<file path="config.mk">
export PLATFORM = sky130hd
export DESIGN_NAME = right_shift_seq
export DESIGN_NICKNAME = d
export VERILOG_FILES = /design/src/rtl/right_shift_seq.sv
export SDC_FILE = /design/constraint.sdc
export NUM_CORES = 1
export LEC_CHECK = 0
export ABC_AREA = 1
export CAP_MARGIN = 20
export CORE_MARGIN = 5
export CORE_UTILIZATION = 47
export DETAILED_ROUTE_END_ITERATION = 12
export GPL_TIMING_DRIVEN = 0
export HOLD_SLACK_MARGIN = 0.15
export PLACE_DENSITY = 0.81
export SYNTH_ARGS = -nofsm -noshare
export SYNTH_HDL_FRONTEND = slang
export SYNTH_SLANG_ARGS = --single-unit
</file>
<file path="constraint.sdc">
create_clock -name clk -period 2 [get_ports clk]
set_clock_uncertainty 0.05 [all_clocks]
set_input_delay 0.4 -clock clk [delete_from_list [all_inputs] [get_ports clk]]
set_output_delay 0.4 -clock clk [all_outputs]
set_load 0.005 [all_outputs]
</file>
<file path="src/rtl/right_shift_seq.sv">
`default_nettype none
// ============================================================================
// Module   : right_shift_seq
// Brief    : Multi-cycle logical/arithmetic right shifter, one bit per clock,
//            with a start/busy/done handshake.
// Revision : 1.0
// ============================================================================
module right_shift_seq #(
    parameter int WIDTH = 16,
    parameter int AMT_W = 4
) (
    input  logic             clk,
    input  logic             reset,
    input  logic             start,
    input  logic [WIDTH-1:0] in,
    input  logic [AMT_W-1:0] amount,
    input  logic             arith,
    output logic [WIDTH-1:0] out,
    output logic             busy,
    output logic             done
);

    typedef enum logic [1:0] {
        S_IDLE  = 2'd0,
        S_SHIFT = 2'd1,
        S_DONE  = 2'd2
    } state_t;

    localparam logic [AMT_W-1:0] C_CNT_LAST = AMT_W'(1);

    state_t           r_state;
    logic [WIDTH-1:0] r_data;
    logic [AMT_W-1:0] r_cnt;
    logic             r_mode;
    logic             r_busy;
    logic             r_done;

    // busy/done are registered alongside each state transition so they
    // never depend combinationally on the inputs.
    always_ff @(posedge clk) begin
        if (reset) begin
            r_state <= S_IDLE;
            r_data  <= '0;
            r_cnt   <= '0;
            r_mode  <= 1'b0;
            r_busy  <= 1'b0;
            r_done  <= 1'b0;
        end else begin
            case (r_state)
                S_IDLE: begin
                    if (start) begin
                        r_data <= in;
                        r_cnt  <= amount;
                        r_mode <= arith;
                        r_busy <= 1'b1;
                        if (amount != '0) begin
                            r_state <= S_SHIFT;
                            r_done  <= 1'b0;
                        end else begin
                            r_state <= S_DONE;
                            r_done  <= 1'b1;
                        end
                    end
                end
                S_SHIFT: begin
                    r_data <= {r_mode & r_data[WIDTH-1], r_data[WIDTH-1:1]};
                    r_cnt  <= r_cnt - C_CNT_LAST;
                    if (r_cnt == C_CNT_LAST) begin
                        r_state <= S_DONE;
                        r_done  <= 1'b1;
                    end
                end
                S_DONE: begin
                    r_state <= S_IDLE;
                    r_busy  <= 1'b0;
                    r_done  <= 1'b0;
                end
                default: begin
                    r_state <= S_IDLE;
                    r_busy  <= 1'b0;
                    r_done  <= 1'b0;
                end
            endcase
        end
    end

    assign out  = r_data;
    assign busy = r_busy;
    assign done = r_done;

endmodule
`default_nettype wire

</file>
# [Word-level counts from Yosys, hierarchy flattened]
# Index checks and enable logic that the tools add are counted.
[word_totals] ram_bits=0 inputBits=24 latchBits=0 register_bits=25 memories=0 elab_cells=34 out_inout_bits=18 romBits=0
[op_classes] n_mux=14 mul=0 shift=0 div=0 addsub=1 n_lt_le_gt_ge=0 bitwise=2 eq_ne=4 reduce_logical=7
[ops] op="16-bit one-hot mux with 2 select lines" n=1
[ops] op="16-bit two-way mux" n=1
[ops] op="4-bit one-hot mux with 2 select lines" n=1
[ops] op="2-bit AND reduction" n=4
[ops] op="2-bit two-way mux" n=3
[ops] op="4-bit by 1-bit equality test with 1-bit output (second input constant)" n=1
[ops] op="1-bit two-way mux" n=4
[ops] op="4-bit two-way mux" n=1
[ops] op="2-bit inequality test (second input constant)" n=2
[ops] op="1-bit one-hot mux with 2 select lines" n=2
[ops] op="2-bit one-hot mux with 2 select lines" n=1
[ops] op="4-bit nonzero test" n=1
[ops] op="4-bit by 1-bit subtractor with 4-bit output (second input constant)" n=1
[ops] op="2-bit by 1-bit equality test with 1-bit output (second input constant)" n=1
[ops] op="2-bit zero test" n=1
[ops] op="2-bit nonzero test" n=1
[ops] op="1-bit bitwise AND" n=1
[ops] op="1-bit NOT" n=1

# [Longest topological paths before layout]
# Gate-level depths: netlist (run 1).
[depth] depth_word=4 depth_mapped=8

# [Worst setup path after synthesis (run 1)]
# Ideal clock, no wire load.
[synth_path] path_type="register to register" from="register, netlist name done" to="register r_cnt[0]" setup_time_ns=0.109 required_ns=1.841 slack_ns=0.838 synth_period_minus_slack_ns=1.162 n_path_buf=1 path_stages_with_launch=9 arrival_ns=1.003 cell_sequence="dfxtp_1 -> inv_2 -> nand2_2 -> nand2_2 -> buf_4 -> nand2_1 -> o21ai_1 -> nand2_1 -> inv_1"
[synth_rtl] item="to (signal assigned)" line_no="53" rtl="r_cnt <= amount;"
[synth_rtl] item="to (signal assigned)" line_no="67" rtl="r_cnt <= r_cnt - C_CNT_LAST;"
[synth_rtl] item="to (decl)" line_no="33" rtl="logic [AMT_W-1:0] r_cnt;"

# [Worst setup path in the final report (run 1)]
[layout_path] from="register r_done (netlist: done)" to="output done"
[layout_rtl] item="from (decl)" line_no="36" rtl="logic r_done;"
[layout_rtl] item="from (signal assigned)" line_no="47" rtl="r_done <= 1'b0;"
[layout_rtl] item="from (signal assigned)" line_no="58" rtl="r_done <= 1'b0;"
[layout_rtl] item="from (signal assigned)" line_no="61" rtl="r_done <= 1'b1;"
[layout_rtl] item="to (decl)" line_no="20" rtl="output logic done"
# No word-level cell between the ends.

==> impl_metrics.tcl, run 1 <==
set metrics [dict create \
    drcViolationCount 0 \
    p_leak_nw 0.7393 \
    synth.distinct_cells 21 \
    critPathCapture "done" \
    cp_top_family "buffers and inverters" \
    io_pins 42 \
    regToRegStartpoint "r_state[0]" \
    swShare_pct 32.50 \
    cts_max_level 1 \
    start_util_pct 48.25 \
    viasPerCell 5.087 \
    maxCapViolCount 0 \
    endpoint_kind "output pin" \
    r2r_setup_slack_ns 0.66 \
    layout_common_cells "nand2_1, clkdlybuf4s50_1, nor2_1, o21ai_0, dfxtp_1" \
    yosys_warnings 0 \
    drt_iter0_drc 43 \
    worstHoldStart "r_mode" \
    drt_pass1_iterations 4 \
    fin_tns_setup_ns 0 \
    rows 18 \
    placed_cells 248 \
    power_frac_comb_pct 34.2 \
    n_antenna_cell 0 \
    multi_input_area_um2 603.1 \
    max_slew_margin_pct 71.37 \
    max_stage_delay_ns 0.54 \
    clock_path_buffers 2 \
    critPathKind "flip-flop to output pin" \
    vias 1282 \
    rsz0062_at_grt "false" \
    place.detailed.hpwl_um 2394 \
    gp_congestion 0.8178 \
    worst_skew_pair.late_latency_ns 0.32 \
    critPathLaunchType "flip-flop" \
    path_buf_inv 1 \
    reg2reg_depth 6 \
    cp.arrival_ns 1.29 \
    cp-startpoint "done" \
    syn_area_per_cell_um2 6.631 \
    finalMaxSlewViolations 0 \
    min_period_ns 1.741 \
    tritoncts "built" \
    finalNetCount 249 \
    port_buffers 41 \
    fill_cells 234 \
    grt_antenna_before_repair 0 \
    synthCells 177 \
    power.share.clock_pct 20.1 \
    finalHoldViolCount 0 \
    root_buffer "clkbuf_4" \
    synth_nets 203 \
    setup_viol 0 \
    fin_cells 252 \
    grt.total_usage_pct 18.77 \
    period_share_pct 87.04 \
    crit_path_cell_trace "clkdlybuf4s50_1" \
    grt_pass1_wl_um 5188 \
    drive_above_1_share_pct 7.658 \
    die_x_um 59.97 \
    final_common_cell "nand2_1" \
    cts_sinks 24 \
    regArea_um2 480.5 \
    ys_seq_area_share_pct 40.94 \
    seqPwrFrac_pct 45.7 \
    fmax_ghz 0.5744 \
    ant_nets 0 \
    syn_to_final_growth_pct 41.26 \
    core_area_mm2 0.002432 \
    routed_wl_um 3129 \
    intPower_mw 0.8903 \
    powerDensity_mw_per_mm2 795.6 \
    wl_per_cell_um 12.42 \
    vdd_ir_drop_max_mv 0.5702 \
    synth.cell_area_mm2 0.001174 \
    p_sw_mw 0.4286 \
    grt_pass1_vias 1235 \
    numCtsBuffers 3 \
    cp.depth 1 \
    crit_required_ns 1.55 \
    ctsHoldBuffers 0 \
    ys_ff_latch 24 \
    die_h_um 59.97 \
    hold_class "flip-flop to flip-flop" \
    worstReg2RegEnd "out[3]" \
    tightest_slew_ns 0.4295 \
    status "complete, no violations" \
    clk_pin_slew_ns 0.14 \
    die-area_mm2 0.003596 \
    grt_remaining_overflow 0 \
    grt_max_degree 14 \
    ctsResizeCount 0 \
    critical_path.max_fanout 3 \
    cts_setup_buffers 0 \
    cpMaxStageDelayCell "clkdlybuf4s50_1" \
]
==> power by group through the flow <==
stage | clock network (mW) | registers, mW | logic (mW)
floorplan | 0 | 0.608 | 0.239
global placement | 0 | 0.608 | 0.441
detailed placement | 0 | 0.613 | 0.451
CTS | 0.274 | 0.603 | 0.454
global route | 0.288 | 0.615 | 0.504
finish | 0.265 | 0.603 | 0.451
==> synth_stat cells <==
master    instances  share of area, %
nand2_1          53                17
nor2_1           34                11
dfxtp_1          24                41
o21ai_0          24                10
a21oi_1           8               3.4
inv_1             8               2.6
nand3_1           4               1.7
buf_2             3               1.3
inv_2             3              0.96
buf_4             2               1.3
clkbuf_1          2              0.64
ha_1              2               2.1
nand2_2           2               1.1
a31oi_1           1              0.53
buf_6             1              0.96
nand3_4           1               1.5
nor2_4            1              0.96
nor3_1            1              0.43
o21a_1            1              0.64
o21ai_1           1              0.43
o22ai_1           1              0.53
==> area by class of cell <==
type,count,area share [%]
plain buffers,8,2.943
flip-flops and latches,24,28.98
multi-input cells,134,36.38
well taps,30,2.264
clock buffers,4,2.189
repair buffers,41,24.75
inverters,11,2.491
==> metrics by stage <==
step	cell area [um^2]	power (mW)	worst slack [ns]	utilization (%)	hold WS, ns
CTS	1658	1.330	0.2424	68.16	0.4150
global placement	1622	1.049	0.2513	66.67	0.3866
global route	1658	1.407	0.2042	68.16	0.4337
floorplan	1174	0.8472	0.8381	-	0.3733
finish	1658	1.319	0.2592	68.16	0.4107
detailed placement	1622	1.065	0.1861	66.67	0.3956
==> cell families after synthesis <==
family	share of synthesized area, %
AO/OA/AOI/OAI	15.78
AND/OR/NAND/NOR	33.47
buffers and inverters	7.675
adder cells (fa/ha/maj)	2.132
flip-flops	40.94
==> sequential cells by signal, indices dropped and copies added (netlist names) <==
name / count
out: 16
r_cnt: 4
busy: 1
done: 1
r_mode: 1
r_state: 1
==> layer usage <==
metal,up-vias,track usage (%),routed length (um)
met5,-,0,0
met4,0,8.544,54
met3,5,3.240,144
met2,27,32.87,1563
met1,596,22.02,1366
li1,654,-,-
==> worst min path at each step <==
stage,endpoint,slack [ns],cells after the start
floorplan,r_mode,0.37,2
global placement,r_mode,0.39,2
detailed placement,r_mode,0.40,2
CTS,r_mode,0.41,2
global route,r_mode,0.43,2
finish,r_mode,0.41,2
(Power assumes the default switching activity.)
==> run 2: changes to the inputs <==
Settings changed: CAP_MARGIN 20 to unset.
==> results of run 2 <==
Same layout as run 1: the final DEF is identical, and so are final timing and power.
==> run 3: changes to the inputs <==
Settings changed: CAP_MARGIN set to 20.
==> results of run 3 <==
Same layout as run 1: the final DEF is identical, and so are final timing and power.
